[config.mk]
export PLATFORM = sky130hd
export DESIGN_NAME = muldiv_ctrl_flat
export DESIGN_NICKNAME = d
export VERILOG_FILES = /design/src/rtl/muldiv_ctrl_pkg.sv /design/src/rtl/muldiv_ctrl_if.sv /design/src/rtl/muldiv_ctrl_md_counter.sv /design/src/rtl/muldiv_ctrl.sv /design/src/flat_wrapper.sv
export SDC_FILE = /design/constraint.sdc
export NUM_CORES = 1
export LEC_CHECK = 0
export CORE_UTILIZATION = 36
export DETAILED_ROUTE_END_ITERATION = 7
export PLACE_DENSITY = 0.76
export SYNTH_ARGS = -nofsm -noshare
export SYNTH_HDL_FRONTEND = slang
export SYNTH_SLANG_ARGS = --single-unit
[constraint.sdc]
create_clock -name clk -period 1.4 [get_ports clk]
set_input_delay 0.14 -clock clk [delete_from_list [all_inputs] [get_ports clk]]
set_output_delay 0.14 -clock clk [all_outputs]
set_load 0.005 [all_outputs]
[src/rtl/muldiv_ctrl_pkg.sv]
// Shared encodings and cycle-count defaults for the multiply/divide sequencer.
package muldiv_ctrl_pkg;

  typedef enum logic [1:0] {
    MD_MULT  = 2'b00,
    MD_MULTU = 2'b01,
    MD_DIV   = 2'b10,
    MD_DIVU  = 2'b11
  } md_op_e;

  localparam logic [1:0] ST_IDLE    = 2'd0;
  localparam logic [1:0] ST_MUL_RUN = 2'd1;
  localparam logic [1:0] ST_DIV_RUN = 2'd2;

  localparam int MUL_CYCLES_DEF = 5;
  localparam int DIV_CYCLES_DEF = 10;
  localparam int CNT_W_DEF      = 4;

endpackage

[src/rtl/muldiv_ctrl_if.sv]
// EX/ID-side request signals and controller outputs toward HI/LO, the core and hazard unit.
interface muldiv_ctrl_if;

  logic        id_md_use;
  logic        ex_start;
  logic [1:0]  ex_op;
  logic [31:0] ex_d1;
  logic [31:0] ex_d2;
  logic        ex_mt;
  logic        ex_mt_hi;
  logic        flush;

  logic [31:0] md_a;
  logic [31:0] md_b;
  logic [1:0]  md_op;
  logic        Busy;
  logic        done;
  logic        hi_we;
  logic        lo_we;
  logic        hilo_src;
  logic        stall_id;
  logic        md_err;

  modport master (
    output id_md_use, ex_start, ex_op, ex_d1, ex_d2, ex_mt, ex_mt_hi, flush,
    input  md_a, md_b, md_op, Busy, done, hi_we, lo_we, hilo_src, stall_id, md_err
  );

  modport slave (
    input  id_md_use, ex_start, ex_op, ex_d1, ex_d2, ex_mt, ex_mt_hi, flush,
    output md_a, md_b, md_op, Busy, done, hi_we, lo_we, hilo_src, stall_id, md_err
  );

endinterface

[src/rtl/muldiv_ctrl_md_counter.sv]
// Loadable down-counter with zero flag; load has priority, decrement saturates at 0.
module md_counter #(
  parameter int CNT_W = 4
) (
  input  logic             clk,
  input  logic             reset,
  input  logic             load,
  input  logic [CNT_W-1:0] load_val,
  input  logic             en,
  output logic [CNT_W-1:0] cnt,
  output logic             zero
);

  always_ff @(posedge clk or negedge reset) begin
    if (!reset) begin
      cnt <= '0;
    end else if (load) begin
      cnt <= load_val;
    end else if (en && cnt != '0) begin
      cnt <= cnt - 1'b1;
    end
  end

  assign zero = (cnt == '0);

endmodule

[src/rtl/muldiv_ctrl.sv]
// Multiply/divide sequencer: operand latch, fixed-latency busy counter, HI/LO write and ID stall.
// Optional MD_DIV_EARLY_EN: div/divu with a zero divisor completes after a single busy cycle.
module muldiv_ctrl
  import muldiv_ctrl_pkg::*;
#(
  parameter int MUL_CYCLES = MUL_CYCLES_DEF,
  parameter int DIV_CYCLES = DIV_CYCLES_DEF,
  parameter int CNT_W      = CNT_W_DEF
) (
  input  logic          clk,
  input  logic          reset,
  muldiv_ctrl_if.slave  md
);

  localparam logic [CNT_W-1:0] MUL_LOAD = CNT_W'(MUL_CYCLES - 1);
  localparam logic [CNT_W-1:0] DIV_LOAD = CNT_W'(DIV_CYCLES - 1);

  logic [1:0]       state;
  logic [1:0]       state_nxt;
  logic             idle;
  logic             start_acc;
  logic             mt_acc;
  logic             done_int;
  logic             violation;
  logic             cnt_load;
  logic [CNT_W-1:0] cnt_load_val;
  logic [CNT_W-1:0] div_load_val;
  logic [CNT_W-1:0] cnt;
  logic             cnt_zero;

  logic [31:0]      a_q;
  logic [31:0]      b_q;
  logic [1:0]       op_q;
  logic             err_q;

  assign idle = (state == ST_IDLE);

  // Flush squashes both kinds of request and the final-cycle write-back.
  assign start_acc = idle & md.ex_start & ~md.flush;
  assign mt_acc    = idle & md.ex_mt & ~md.ex_start & ~md.flush;
  assign done_int  = ~idle & cnt_zero & ~md.flush;
  assign violation = (~idle & (md.ex_start | md.ex_mt)) | (md.ex_start & md.ex_mt);

`ifdef MD_DIV_EARLY_EN
  assign div_load_val = (md.ex_d2 == 32'd0) ? '0 : DIV_LOAD;
`else
  assign div_load_val = DIV_LOAD;
`endif

  // Reload to zero on flush so a later start never sees a stale count.
  assign cnt_load     = start_acc | md.flush;
  assign cnt_load_val = md.flush ? '0 : (md.ex_op[1] ? div_load_val : MUL_LOAD);

  always_comb begin
    state_nxt = state;
    if (md.flush) begin
      state_nxt = ST_IDLE;
    end else if (start_acc) begin
      state_nxt = md.ex_op[1] ? ST_DIV_RUN : ST_MUL_RUN;
    end else if (done_int) begin
      state_nxt = ST_IDLE;
    end
  end

  always_ff @(posedge clk or negedge reset) begin
    if (!reset) begin
      state <= ST_IDLE;
    end else begin
      state <= state_nxt;
    end
  end

  md_counter #(.CNT_W(CNT_W)) u_cnt (
    .clk      (clk),
    .reset    (reset),
    .load     (cnt_load),
    .load_val (cnt_load_val),
    .en       (~idle),
    .cnt      (cnt),
    .zero     (cnt_zero)
  );

  always_ff @(posedge clk or negedge reset) begin
    if (!reset) begin
      a_q  <= '0;
      b_q  <= '0;
      op_q <= '0;
    end else if (start_acc) begin
      a_q  <= md.ex_d1;
      b_q  <= md.ex_d2;
      op_q <= md.ex_op;
    end
  end

  always_ff @(posedge clk or negedge reset) begin
    if (!reset) begin
      err_q <= 1'b0;
    end else if (violation) begin
      err_q <= 1'b1;
    end
  end

  assign md.md_a     = a_q;
  assign md.md_b     = b_q;
  assign md.md_op    = op_q;
  assign md.Busy     = ~idle;
  assign md.done     = done_int;
  assign md.hi_we    = done_int | (mt_acc & md.ex_mt_hi);
  assign md.lo_we    = done_int | (mt_acc & ~md.ex_mt_hi);
  assign md.hilo_src = mt_acc;
  assign md.stall_id = md.id_md_use & (~idle | md.ex_start);
  assign md.md_err   = err_q;

endmodule
[src/flat_wrapper.sv]
// flat-port wrapper written by rule: the top's interface ports become plain ports
module muldiv_ctrl_flat import muldiv_ctrl_pkg::*;
#(
  parameter int MUL_CYCLES = MUL_CYCLES_DEF,
  parameter int DIV_CYCLES = DIV_CYCLES_DEF,
  parameter int CNT_W      = CNT_W_DEF
)
  (clk, reset, md_id_md_use, md_ex_start, md_ex_op, md_ex_d1, md_ex_d2, md_ex_mt, md_ex_mt_hi, md_flush, md_md_a, md_md_b, md_md_op, md_Busy, md_done, md_hi_we, md_lo_we, md_hilo_src, md_stall_id, md_md_err);
  muldiv_ctrl_if md_i ();
  input  logic clk;
  input  logic reset;
  input wire logic [$bits(md_i.id_md_use)-1:0] md_id_md_use;
  input wire logic [$bits(md_i.ex_start)-1:0] md_ex_start;
  input wire logic [$bits(md_i.ex_op)-1:0] md_ex_op;
  input wire logic [$bits(md_i.ex_d1)-1:0] md_ex_d1;
  input wire logic [$bits(md_i.ex_d2)-1:0] md_ex_d2;
  input wire logic [$bits(md_i.ex_mt)-1:0] md_ex_mt;
  input wire logic [$bits(md_i.ex_mt_hi)-1:0] md_ex_mt_hi;
  input wire logic [$bits(md_i.flush)-1:0] md_flush;
  output wire logic [$bits(md_i.md_a)-1:0] md_md_a;
  output wire logic [$bits(md_i.md_b)-1:0] md_md_b;
  output wire logic [$bits(md_i.md_op)-1:0] md_md_op;
  output wire logic [$bits(md_i.Busy)-1:0] md_Busy;
  output wire logic [$bits(md_i.done)-1:0] md_done;
  output wire logic [$bits(md_i.hi_we)-1:0] md_hi_we;
  output wire logic [$bits(md_i.lo_we)-1:0] md_lo_we;
  output wire logic [$bits(md_i.hilo_src)-1:0] md_hilo_src;
  output wire logic [$bits(md_i.stall_id)-1:0] md_stall_id;
  output wire logic [$bits(md_i.md_err)-1:0] md_md_err;
  assign md_i.id_md_use = md_id_md_use;
  assign md_i.ex_start = md_ex_start;
  assign md_i.ex_op = md_ex_op;
  assign md_i.ex_d1 = md_ex_d1;
  assign md_i.ex_d2 = md_ex_d2;
  assign md_i.ex_mt = md_ex_mt;
  assign md_i.ex_mt_hi = md_ex_mt_hi;
  assign md_i.flush = md_flush;
  assign md_md_a = md_i.md_a;
  assign md_md_b = md_i.md_b;
  assign md_md_op = md_i.md_op;
  assign md_Busy = md_i.Busy;
  assign md_done = md_i.done;
  assign md_hi_we = md_i.hi_we;
  assign md_lo_we = md_i.lo_we;
  assign md_hilo_src = md_i.hilo_src;
  assign md_stall_id = md_i.stall_id;
  assign md_md_err = md_i.md_err;
  muldiv_ctrl #(.MUL_CYCLES(MUL_CYCLES), .DIV_CYCLES(DIV_CYCLES), .CNT_W(CNT_W)) u_core (.clk(clk), .reset(reset), .md(md_i));
endmodule
==> results.txt, run 1 <==
- Number of synthesized register bits: 73
- Across the run, the number of max-cap violations was 0.
- Area post-placement: 0.00460 mm2
- Warnings from Yosys: 0
- Final standard cell area without fillers: 0.00587 mm2
- For this design the top-level I/O count stands at 146.
- Hold is met by 338 ps.
- Of all nets on the critical path, the largest fanout is 8.
- Of all cell types, the one taking the most synthesized area is dfrtp_1.
* Num CTS Buffers: 9
* Detailed-route wire length: 10.2 mm
- The tree is rooted in a clkbuf_8.
- Final number of setup-violating endpoints: 79
- Via-to-Cell Ratio: 4.77
- Startpoint Class: flip-flop
* Skew final: 7.03 ps
- Largest cells by area after synthesis: dfrtp_1 63%, nand2_1 26%, buf_2 1.0%
- Total standard cell area after synthesis: 0.00291 mm2
- Depth of the CTS H-tree: 3
* Critical path endpoint category: flip-flop
- STA puts the critical path data required time at 1670 ps.
- Compared with the post-synthesis result, the final layout area differs by 102%.
- At the pin with the least slew margin, the transition time is 406 ps.
* Fill cells: 529
- The checks that failed: setup timing.
- Post-detailed-route DRC marker count: 0
- Arrival time of data at the critical path endpoint: 1900 ps
* Number of standard cells after synthesis: 325
* Clock latency reported for the late side of the worst-skew pair: 330 ps
- The number of antenna violations at the first check in global routing was 0.
- Leading cell type in the layout, fill and taps excluded: clkdlybuf4s50_1
* Pin count of the biggest net entering global routing: 74
- The initialized floorplan defines 32 standard-cell rows.
- Max Transition Viols Final: 0
- Final worst slack: -235 ps
* Port buffer count: 145
- Number of DRC markers in iteration 0: 106
- Final critical-path share of the clock period: 1.17
* Total gr overflow: 0
* Global-route wire length before repair: 14.0 mm
- TritonCTS built the clock tree.
- Die X-Extent: 91.9 um
* Leading cell types in the layout, fill and taps excluded: 131 x clkdlybuf4s50_1, 112 x nand2_1, 73 x dfrtp_1, 55 x nand2_2, 32 x nand2_4
- Avg Synthesized Cell Area: 8.95 um2
- In the final design database the tool counted 602 nets.
* Synth top area share: 0.628
* Via count of the first global-routing pass: 2932
- Die H: 91.9 um
* Number of sinks on the clock net: 73
- The detailed router placed 3028 vias in this run.
* GP Congestion: 0.747
- Worst-path clk slew: 70 ps
- The run finished, with violations left.
- Detailed-route wire length per cell: 16.0 um
* Worst min-delay path class: in2reg
- For this run, the total global-route usage over all layers was measured as 0.213.
- The die covers 0.00844 mm2.
- Total inserted antenna cells: 0
- Post-detailed-placement half-perimeter wirelength: 5.44 mm
* Sequential element share of the synthesized area: 0.628
* End-of-flow core utilization: 0.755
* Area of the core: 0.00777 mm2
* Power per unit of standard cell area: 1260 mW/mm2
- Post-synthesis net count: 399
* Number of nets with antenna violations after routing: 0
- For this configuration, the core starts out at a cell density of 0.374.
- Number of different library cells in the post-synthesis netlist: 27
- Setup repair after global routing could not meet its margin everywhere.
* Maximum buffer depth of the clock tree: 2
* Worst setup path category: reg2reg
- Worst slew slack as a fraction of its limit: 0.729
- In the final layout, the share of cells above drive strength 1 is 0.343.
- Post-layout minimum cycle time: 1640 ps
- Worst supply voltage drop on vdd: 0.000738 V
- The first detailed-routing pass ran for 7 iterations.
* Cell leakage power: 3.03 nW
- Maximum clock rate: 612 MHz
- Hold Vio Cnt, Final: 0
[what timing repair did]
action,4_1_cts,5_1_grt
hold buffers,1,0
endpoints found under the hold margin,73,0
gates cloned,6,7
resized for setup,66,156
setup endpoints to repair,77,84
buffers inserted,15,15
pin swaps,9,90
[final cells by class]
| cell class | count | area [um2] | share of cell area |
|---|---|---|---|
| Multi-Input combinational cell | 233 | 1450 | 0.247 |
| Tap cell | 102 | 128 | 0.0217 |
| Sequential cell | 73 | 1830 | 0.311 |
| Clock inverter | 4 | 20.0 | 0.00341 |
| Clock buffer | 12 | 135 | 0.0230 |
| Inverter | 5 | 21.3 | 0.00362 |
| Timing Repair Buffer | 206 | 2290 | 0.390 |
[where the power goes]
part / switching [mW] / internal, mW
registers: 0.325 / 2.62
logic: 1.22 / 1.85
clock network: 0.724 / 0.634
total: 2.27 / 5.10
[worst paths after layout]
path | to | start | slack (ps) | cells past startpoint
max | u_core.md.md_b[29] | u_core.state[1] | -240 | 8
min | u_core.md.md_b[3] | md_ex_d2[3] | 340 | 3
max reg2reg | u_core.md.md_b[29] | u_core.state[1] | -240 | 8
min reg2reg | u_core.md.md_b[22] | u_core.md.md_b[22] | 460 | 2
max in group asynchronous | u_core.md.md_b[16] | reset | 710 | 3
min in group asynchronous | u_core.md.md_a[17] | reset | 350 | 3
[cell families after synthesis]
group                    Yosys count  share of synthesized area
AND/OR/NAND/NOR                  214                      0.292
AO/OA/AOI/OAI                     18                     0.0435
adder cells (fa/ha/maj)            1                    0.00430
flip-flops                        73                      0.628
buffers and inverters             19                     0.0323
[metrics by stage]
step,setup WS (ps),setup TNS [ps],instances,total power [mW]
finish,-235,-13350,635,7.38
global route,-303,-18470,635,7.78
CTS,-211,-12020,619,6.90
detailed placement,-485,-23540,582,5.18
global placement,-422,-23050,582,5.11
floorplan,4.43,0,325,3.63
[synth_stat cells]
library cell and instances:
nor4_1 1, buf_4 4, o22ai_1 1, buf_2 6, nor2_2 1, nand3_1 1, inv_1 5, o2bb2ai_1 1
o21a_1 1, o21bai_1 1, a31oi_2 1, nor3_1 2, a22o_1 3, nand2_1 199, dfrtp_1 73, nand3b_1 1
o211ai_1 1, nor2_1 3, a21oi_1 2, clkbuf_1 4, nand2b_1 2, or3_1 1, a21o_1 2, nor4b_4 1
nor2b_1 2, ha_1 1, o21ai_0 5
[metal layers]
metal	share of wire	vias up	GRT usage	wire length (um)
met5	0	-	0	0
met4	0.016	0	0.0560	159
met3	0.067	17	0.0489	685
met2	0.54	128	0.386	5440
met1	0.38	1474	0.254	3870
li1	-	1409	-	-
[critical path, stage by stage, from the launching register on]
cell and delay [ps]:
dfrtp_1 400, buf_6 140, buf_6 120, nor4b_4 300, buf_6 190, buf_6 140
clkbuf_16 170, nand2_2 40, nand2_1 70
[sequential cells by signal, summed over array words and instances (netlist names)]
| register | flops |
|---|---|
| u_core.md.md_b | 32 |
| u_core.state | 2 |
| u_core.md.md_a | 32 |
| u_core.u_cnt.cnt | 4 |
| u_core.md.md_err | 1 |
| u_core.md.md_op | 2 |
Note: power is estimated with default switching activity, not from simulation.
==> inputs of run 2 (changes only) <==
--- a/config.mk
+++ b/config.mk
@@ -5,9 +5,12 @@
 export SDC_FILE = /design/constraint.sdc
 export NUM_CORES = 1
 export LEC_CHECK = 0
+export CORE_ASPECT_RATIO = 1.25
 export CORE_UTILIZATION = 36
+export CTS_CLUSTER_SIZE = 30
 export DETAILED_ROUTE_END_ITERATION = 7
 export PLACE_DENSITY = 0.76
+export REMOVE_ABC_BUFFERS = 1
 export SYNTH_ARGS = -nofsm -noshare
 export SYNTH_HDL_FRONTEND = slang
 export SYNTH_SLANG_ARGS = --single-unit
==> run 2 against run 1 <==
Effect of this change:
- the flow still finishes with violations (setup timing)
- combinational power is essentially flat
- fmax decreased by 7.9%
- hold slack lost 19 ps
- sequential cell count unchanged
- die area is essentially flat
- first-iteration DRC count down 7.5%
- routed wire length grew 3.9%
- cell count down 0.79%
- clock power rose by 16%
- via count increased by 0.17%
- clock-buffer cell count increased by 2
==> results.txt, run 2 (synthesis gave the netlist of run 1 again) <==
- Summing over every cut layer, the via total after detailed routing is 3033.
* Area growth, synth to finish: 105%
- For this run, the total global-route usage over all layers was measured as 0.219.
- After clock tree synthesis, the clock-pin slew on the worst setup and hold paths is 70 ps.
* Crit path from: u_core.state[0]
* Leading cell types in the layout, fill and taps excluded: 95 x clkdlybuf4s50_1, 92 x nand2_2, 79 x nand2_1, 73 x dfrtp_1, 43 x dlymetal6s2s_1
* Number of sinks on the clock net: 73
- The number of antenna violations at the first check in global routing came to 0.
* Startpoint of the worst register-to-register path: u_core.state[0]
- The worst setup path is launched from a flip-flop.
- GRT met1 Usage: 0.242
* Most Crowded Layer GR: met2
* Worst R2R End: u_core.md.md_b[24]
* M3 GR Usage: 0.0455
- Following the worst setup path forward leads to its endpoint at u_core.md.md_b[24].
- The max-slew violation count is 0.
- Via count of the first global-routing pass: 2883
* Global Route met2 Usage: 0.383
- VDD sags by at most 0.000811 V.
- Setup repair after global routing missed its margin: true
* Required arrival time at the worst endpoint: 1640 ps
* Maximum buffer depth of the clock tree: 2
- Post-placement cell count: 573
- CTS built an H-tree with a depth of 3.
- Entering global routing, the biggest net connects 74 pins.
- The flow ran to the end, but the final reports show violations.
* Slew of the pin with the lowest slew margin: 414 ps
* Maximum clock rate: 563 MHz
- Number of DRC markers in iteration 0: 98
* Share of layout cells above drive strength 1: 0.407
- Initial Utilization: 0.373
- Worst setup path category: reg2reg
* Final worst slack: -375 ps
- Non-filler instance count after layout: 630
- The floorplan step defined a die boundary enclosing 0.00844 mm2.
* Post-layout minimum cycle time: 1770 ps
- Area post-placement: 0.00459 mm2
* Area of the core: 0.00779 mm2
* Critical path endpoint category: flip-flop
- In this run the power density over the cells is 1270 mW/mm2.
- Clock latency reported for the late side of the worst-skew pair: 350 ps
* DP Worst Slack: -506 ps
- Setup_tns: -22070 ps
- Final critical-path share of the clock period: 1.27
- GP Congestion: 0.810
- Hold Vio Cnt, Final: 0
* I/O pins: 146
- Final number of setup-violating endpoints: 78
- Dividing the detail-routed wire length by the instance count gives 16.7 um.
* Fill cells: 496
- Number of nets with antenna violations after routing: 0
- Global-route wire length before repair: 13.4 mm
- For the final database, setup skew stands at 4.67 ps.
* Port buffer count: 145
- Post-detailed-placement half-perimeter wirelength: 5.50 mm
- Num CTS Buffers: 9
- The completed layout was analyzed and its total power is 7.58 mW.
* Post-detailed-route DRC marker count: 0
- End-of-flow core utilization: 0.767
* CTS tree: done
- Arrival time of data at the critical path endpoint: 2010 ps
- Leading cell type in the layout, fill and taps excluded: clkdlybuf4s50_1
- Summed over all layers, the global routing overflow is 0.
- Max-cap violations in this run came to 0.
* Final standard cell area without fillers: 0.00597 mm2
- Final hold analysis gives a worst-case slack of 319 ps.
- Of all nets on the critical path, the largest fanout is 8.
- Die H: 102 um
- Cell leakage power: 3.38 nW
- The number of antenna diodes in the final layout is 0.
* Worst min-delay path class: in2reg
- Final net count: 604
* Root buffer selected by CTS: clkbuf_8
- The checks that failed: setup timing.
- Depth of the worst register-to-register path: 8
- The die is 82.4 um wide.
* R2R Setup Slk: -370 ps
- Using the TritonRoute via totals, the vias-per-cell ratio works out to 4.81.
* Number of detailed-route iterations in the first pass: 4
* Number of cell rows: 36
- The worst pin sits at a relative slew slack of 0.723.
* Detailed-route wire length: 10.6 mm
-- run 2: cell type report --
cell class / count / area, um2 / area share
multi-input cells: 233 / 1490 / 0.249
clock inverters: 2 / 10.0 / 0.00168
flip-flops and latches: 73 / 1830 / 0.306
clock buffers: 14 / 183 / 0.0306
well taps: 95 / 119 / 0.0199
inverters: 5 / 21.3 / 0.00356
repair buffers: 208 / 2330 / 0.390
-- run 2: metal layers --
| layer | vias up | share of wire | wire length (um) |
|---|---|---|---|
| met5 | - | 0 | 0 |
| met4 | 0 | 0.025 | 264 |
| met3 | 18 | 0.054 | 566 |
| met2 | 103 | 0.55 | 5780 |
| met1 | 1493 | 0.37 | 3940 |
| li1 | 1419 | - | - |
-- run 2: worst min-delay path by stage --
stage	start	end	slack, ps	cells after the start
floorplan	reset	u_core.md.md_a[0]	-160	0
CTS	md_ex_d2[18]	u_core.md.md_b[18]	300	3
detailed placement	reset	u_core.md.md_a[7]	190	2
finish	md_ex_d1[13]	u_core.md.md_a[13]	320	3
global placement	reset	u_core.md.md_a[31]	180	2
global route	md_ex_d1[31]	u_core.md.md_a[31]	330	3
-- run 2: repair_timing --
item / CTS / global route
hold buffers: 1 / 0
gates cloned: 6 / 8
resized for setup: 103 / 170
setup buffers: 14 / 19
endpoints found under the hold margin: 73 / 0
setup endpoints to repair: 76 / 108
pin swaps: 59 / 82
-- run 2: critical path: stages, from the launching register on --
cell and delay, ps:
dfrtp_1 420, buf_6 140, nor2_4 130, buf_6 120, nand3b_1 300, buf_6 250, clkbuf_16 180, nand2_2 70
nand2_1 60
-- run 2: power by group --
| part | internal [mW] | leakage, nW | total (mW) | switching (mW) |
|---|---|---|---|---|
| Combinational | 1.81 | 2.37 | 3.04 | 1.23 |
| Sequential | 2.62 | 0.906 | 2.97 | 0.346 |
| Clock | 0.833 | 0.102 | 1.58 | 0.746 |
| Total | 5.26 | 3.38 | 7.58 | 2.32 |
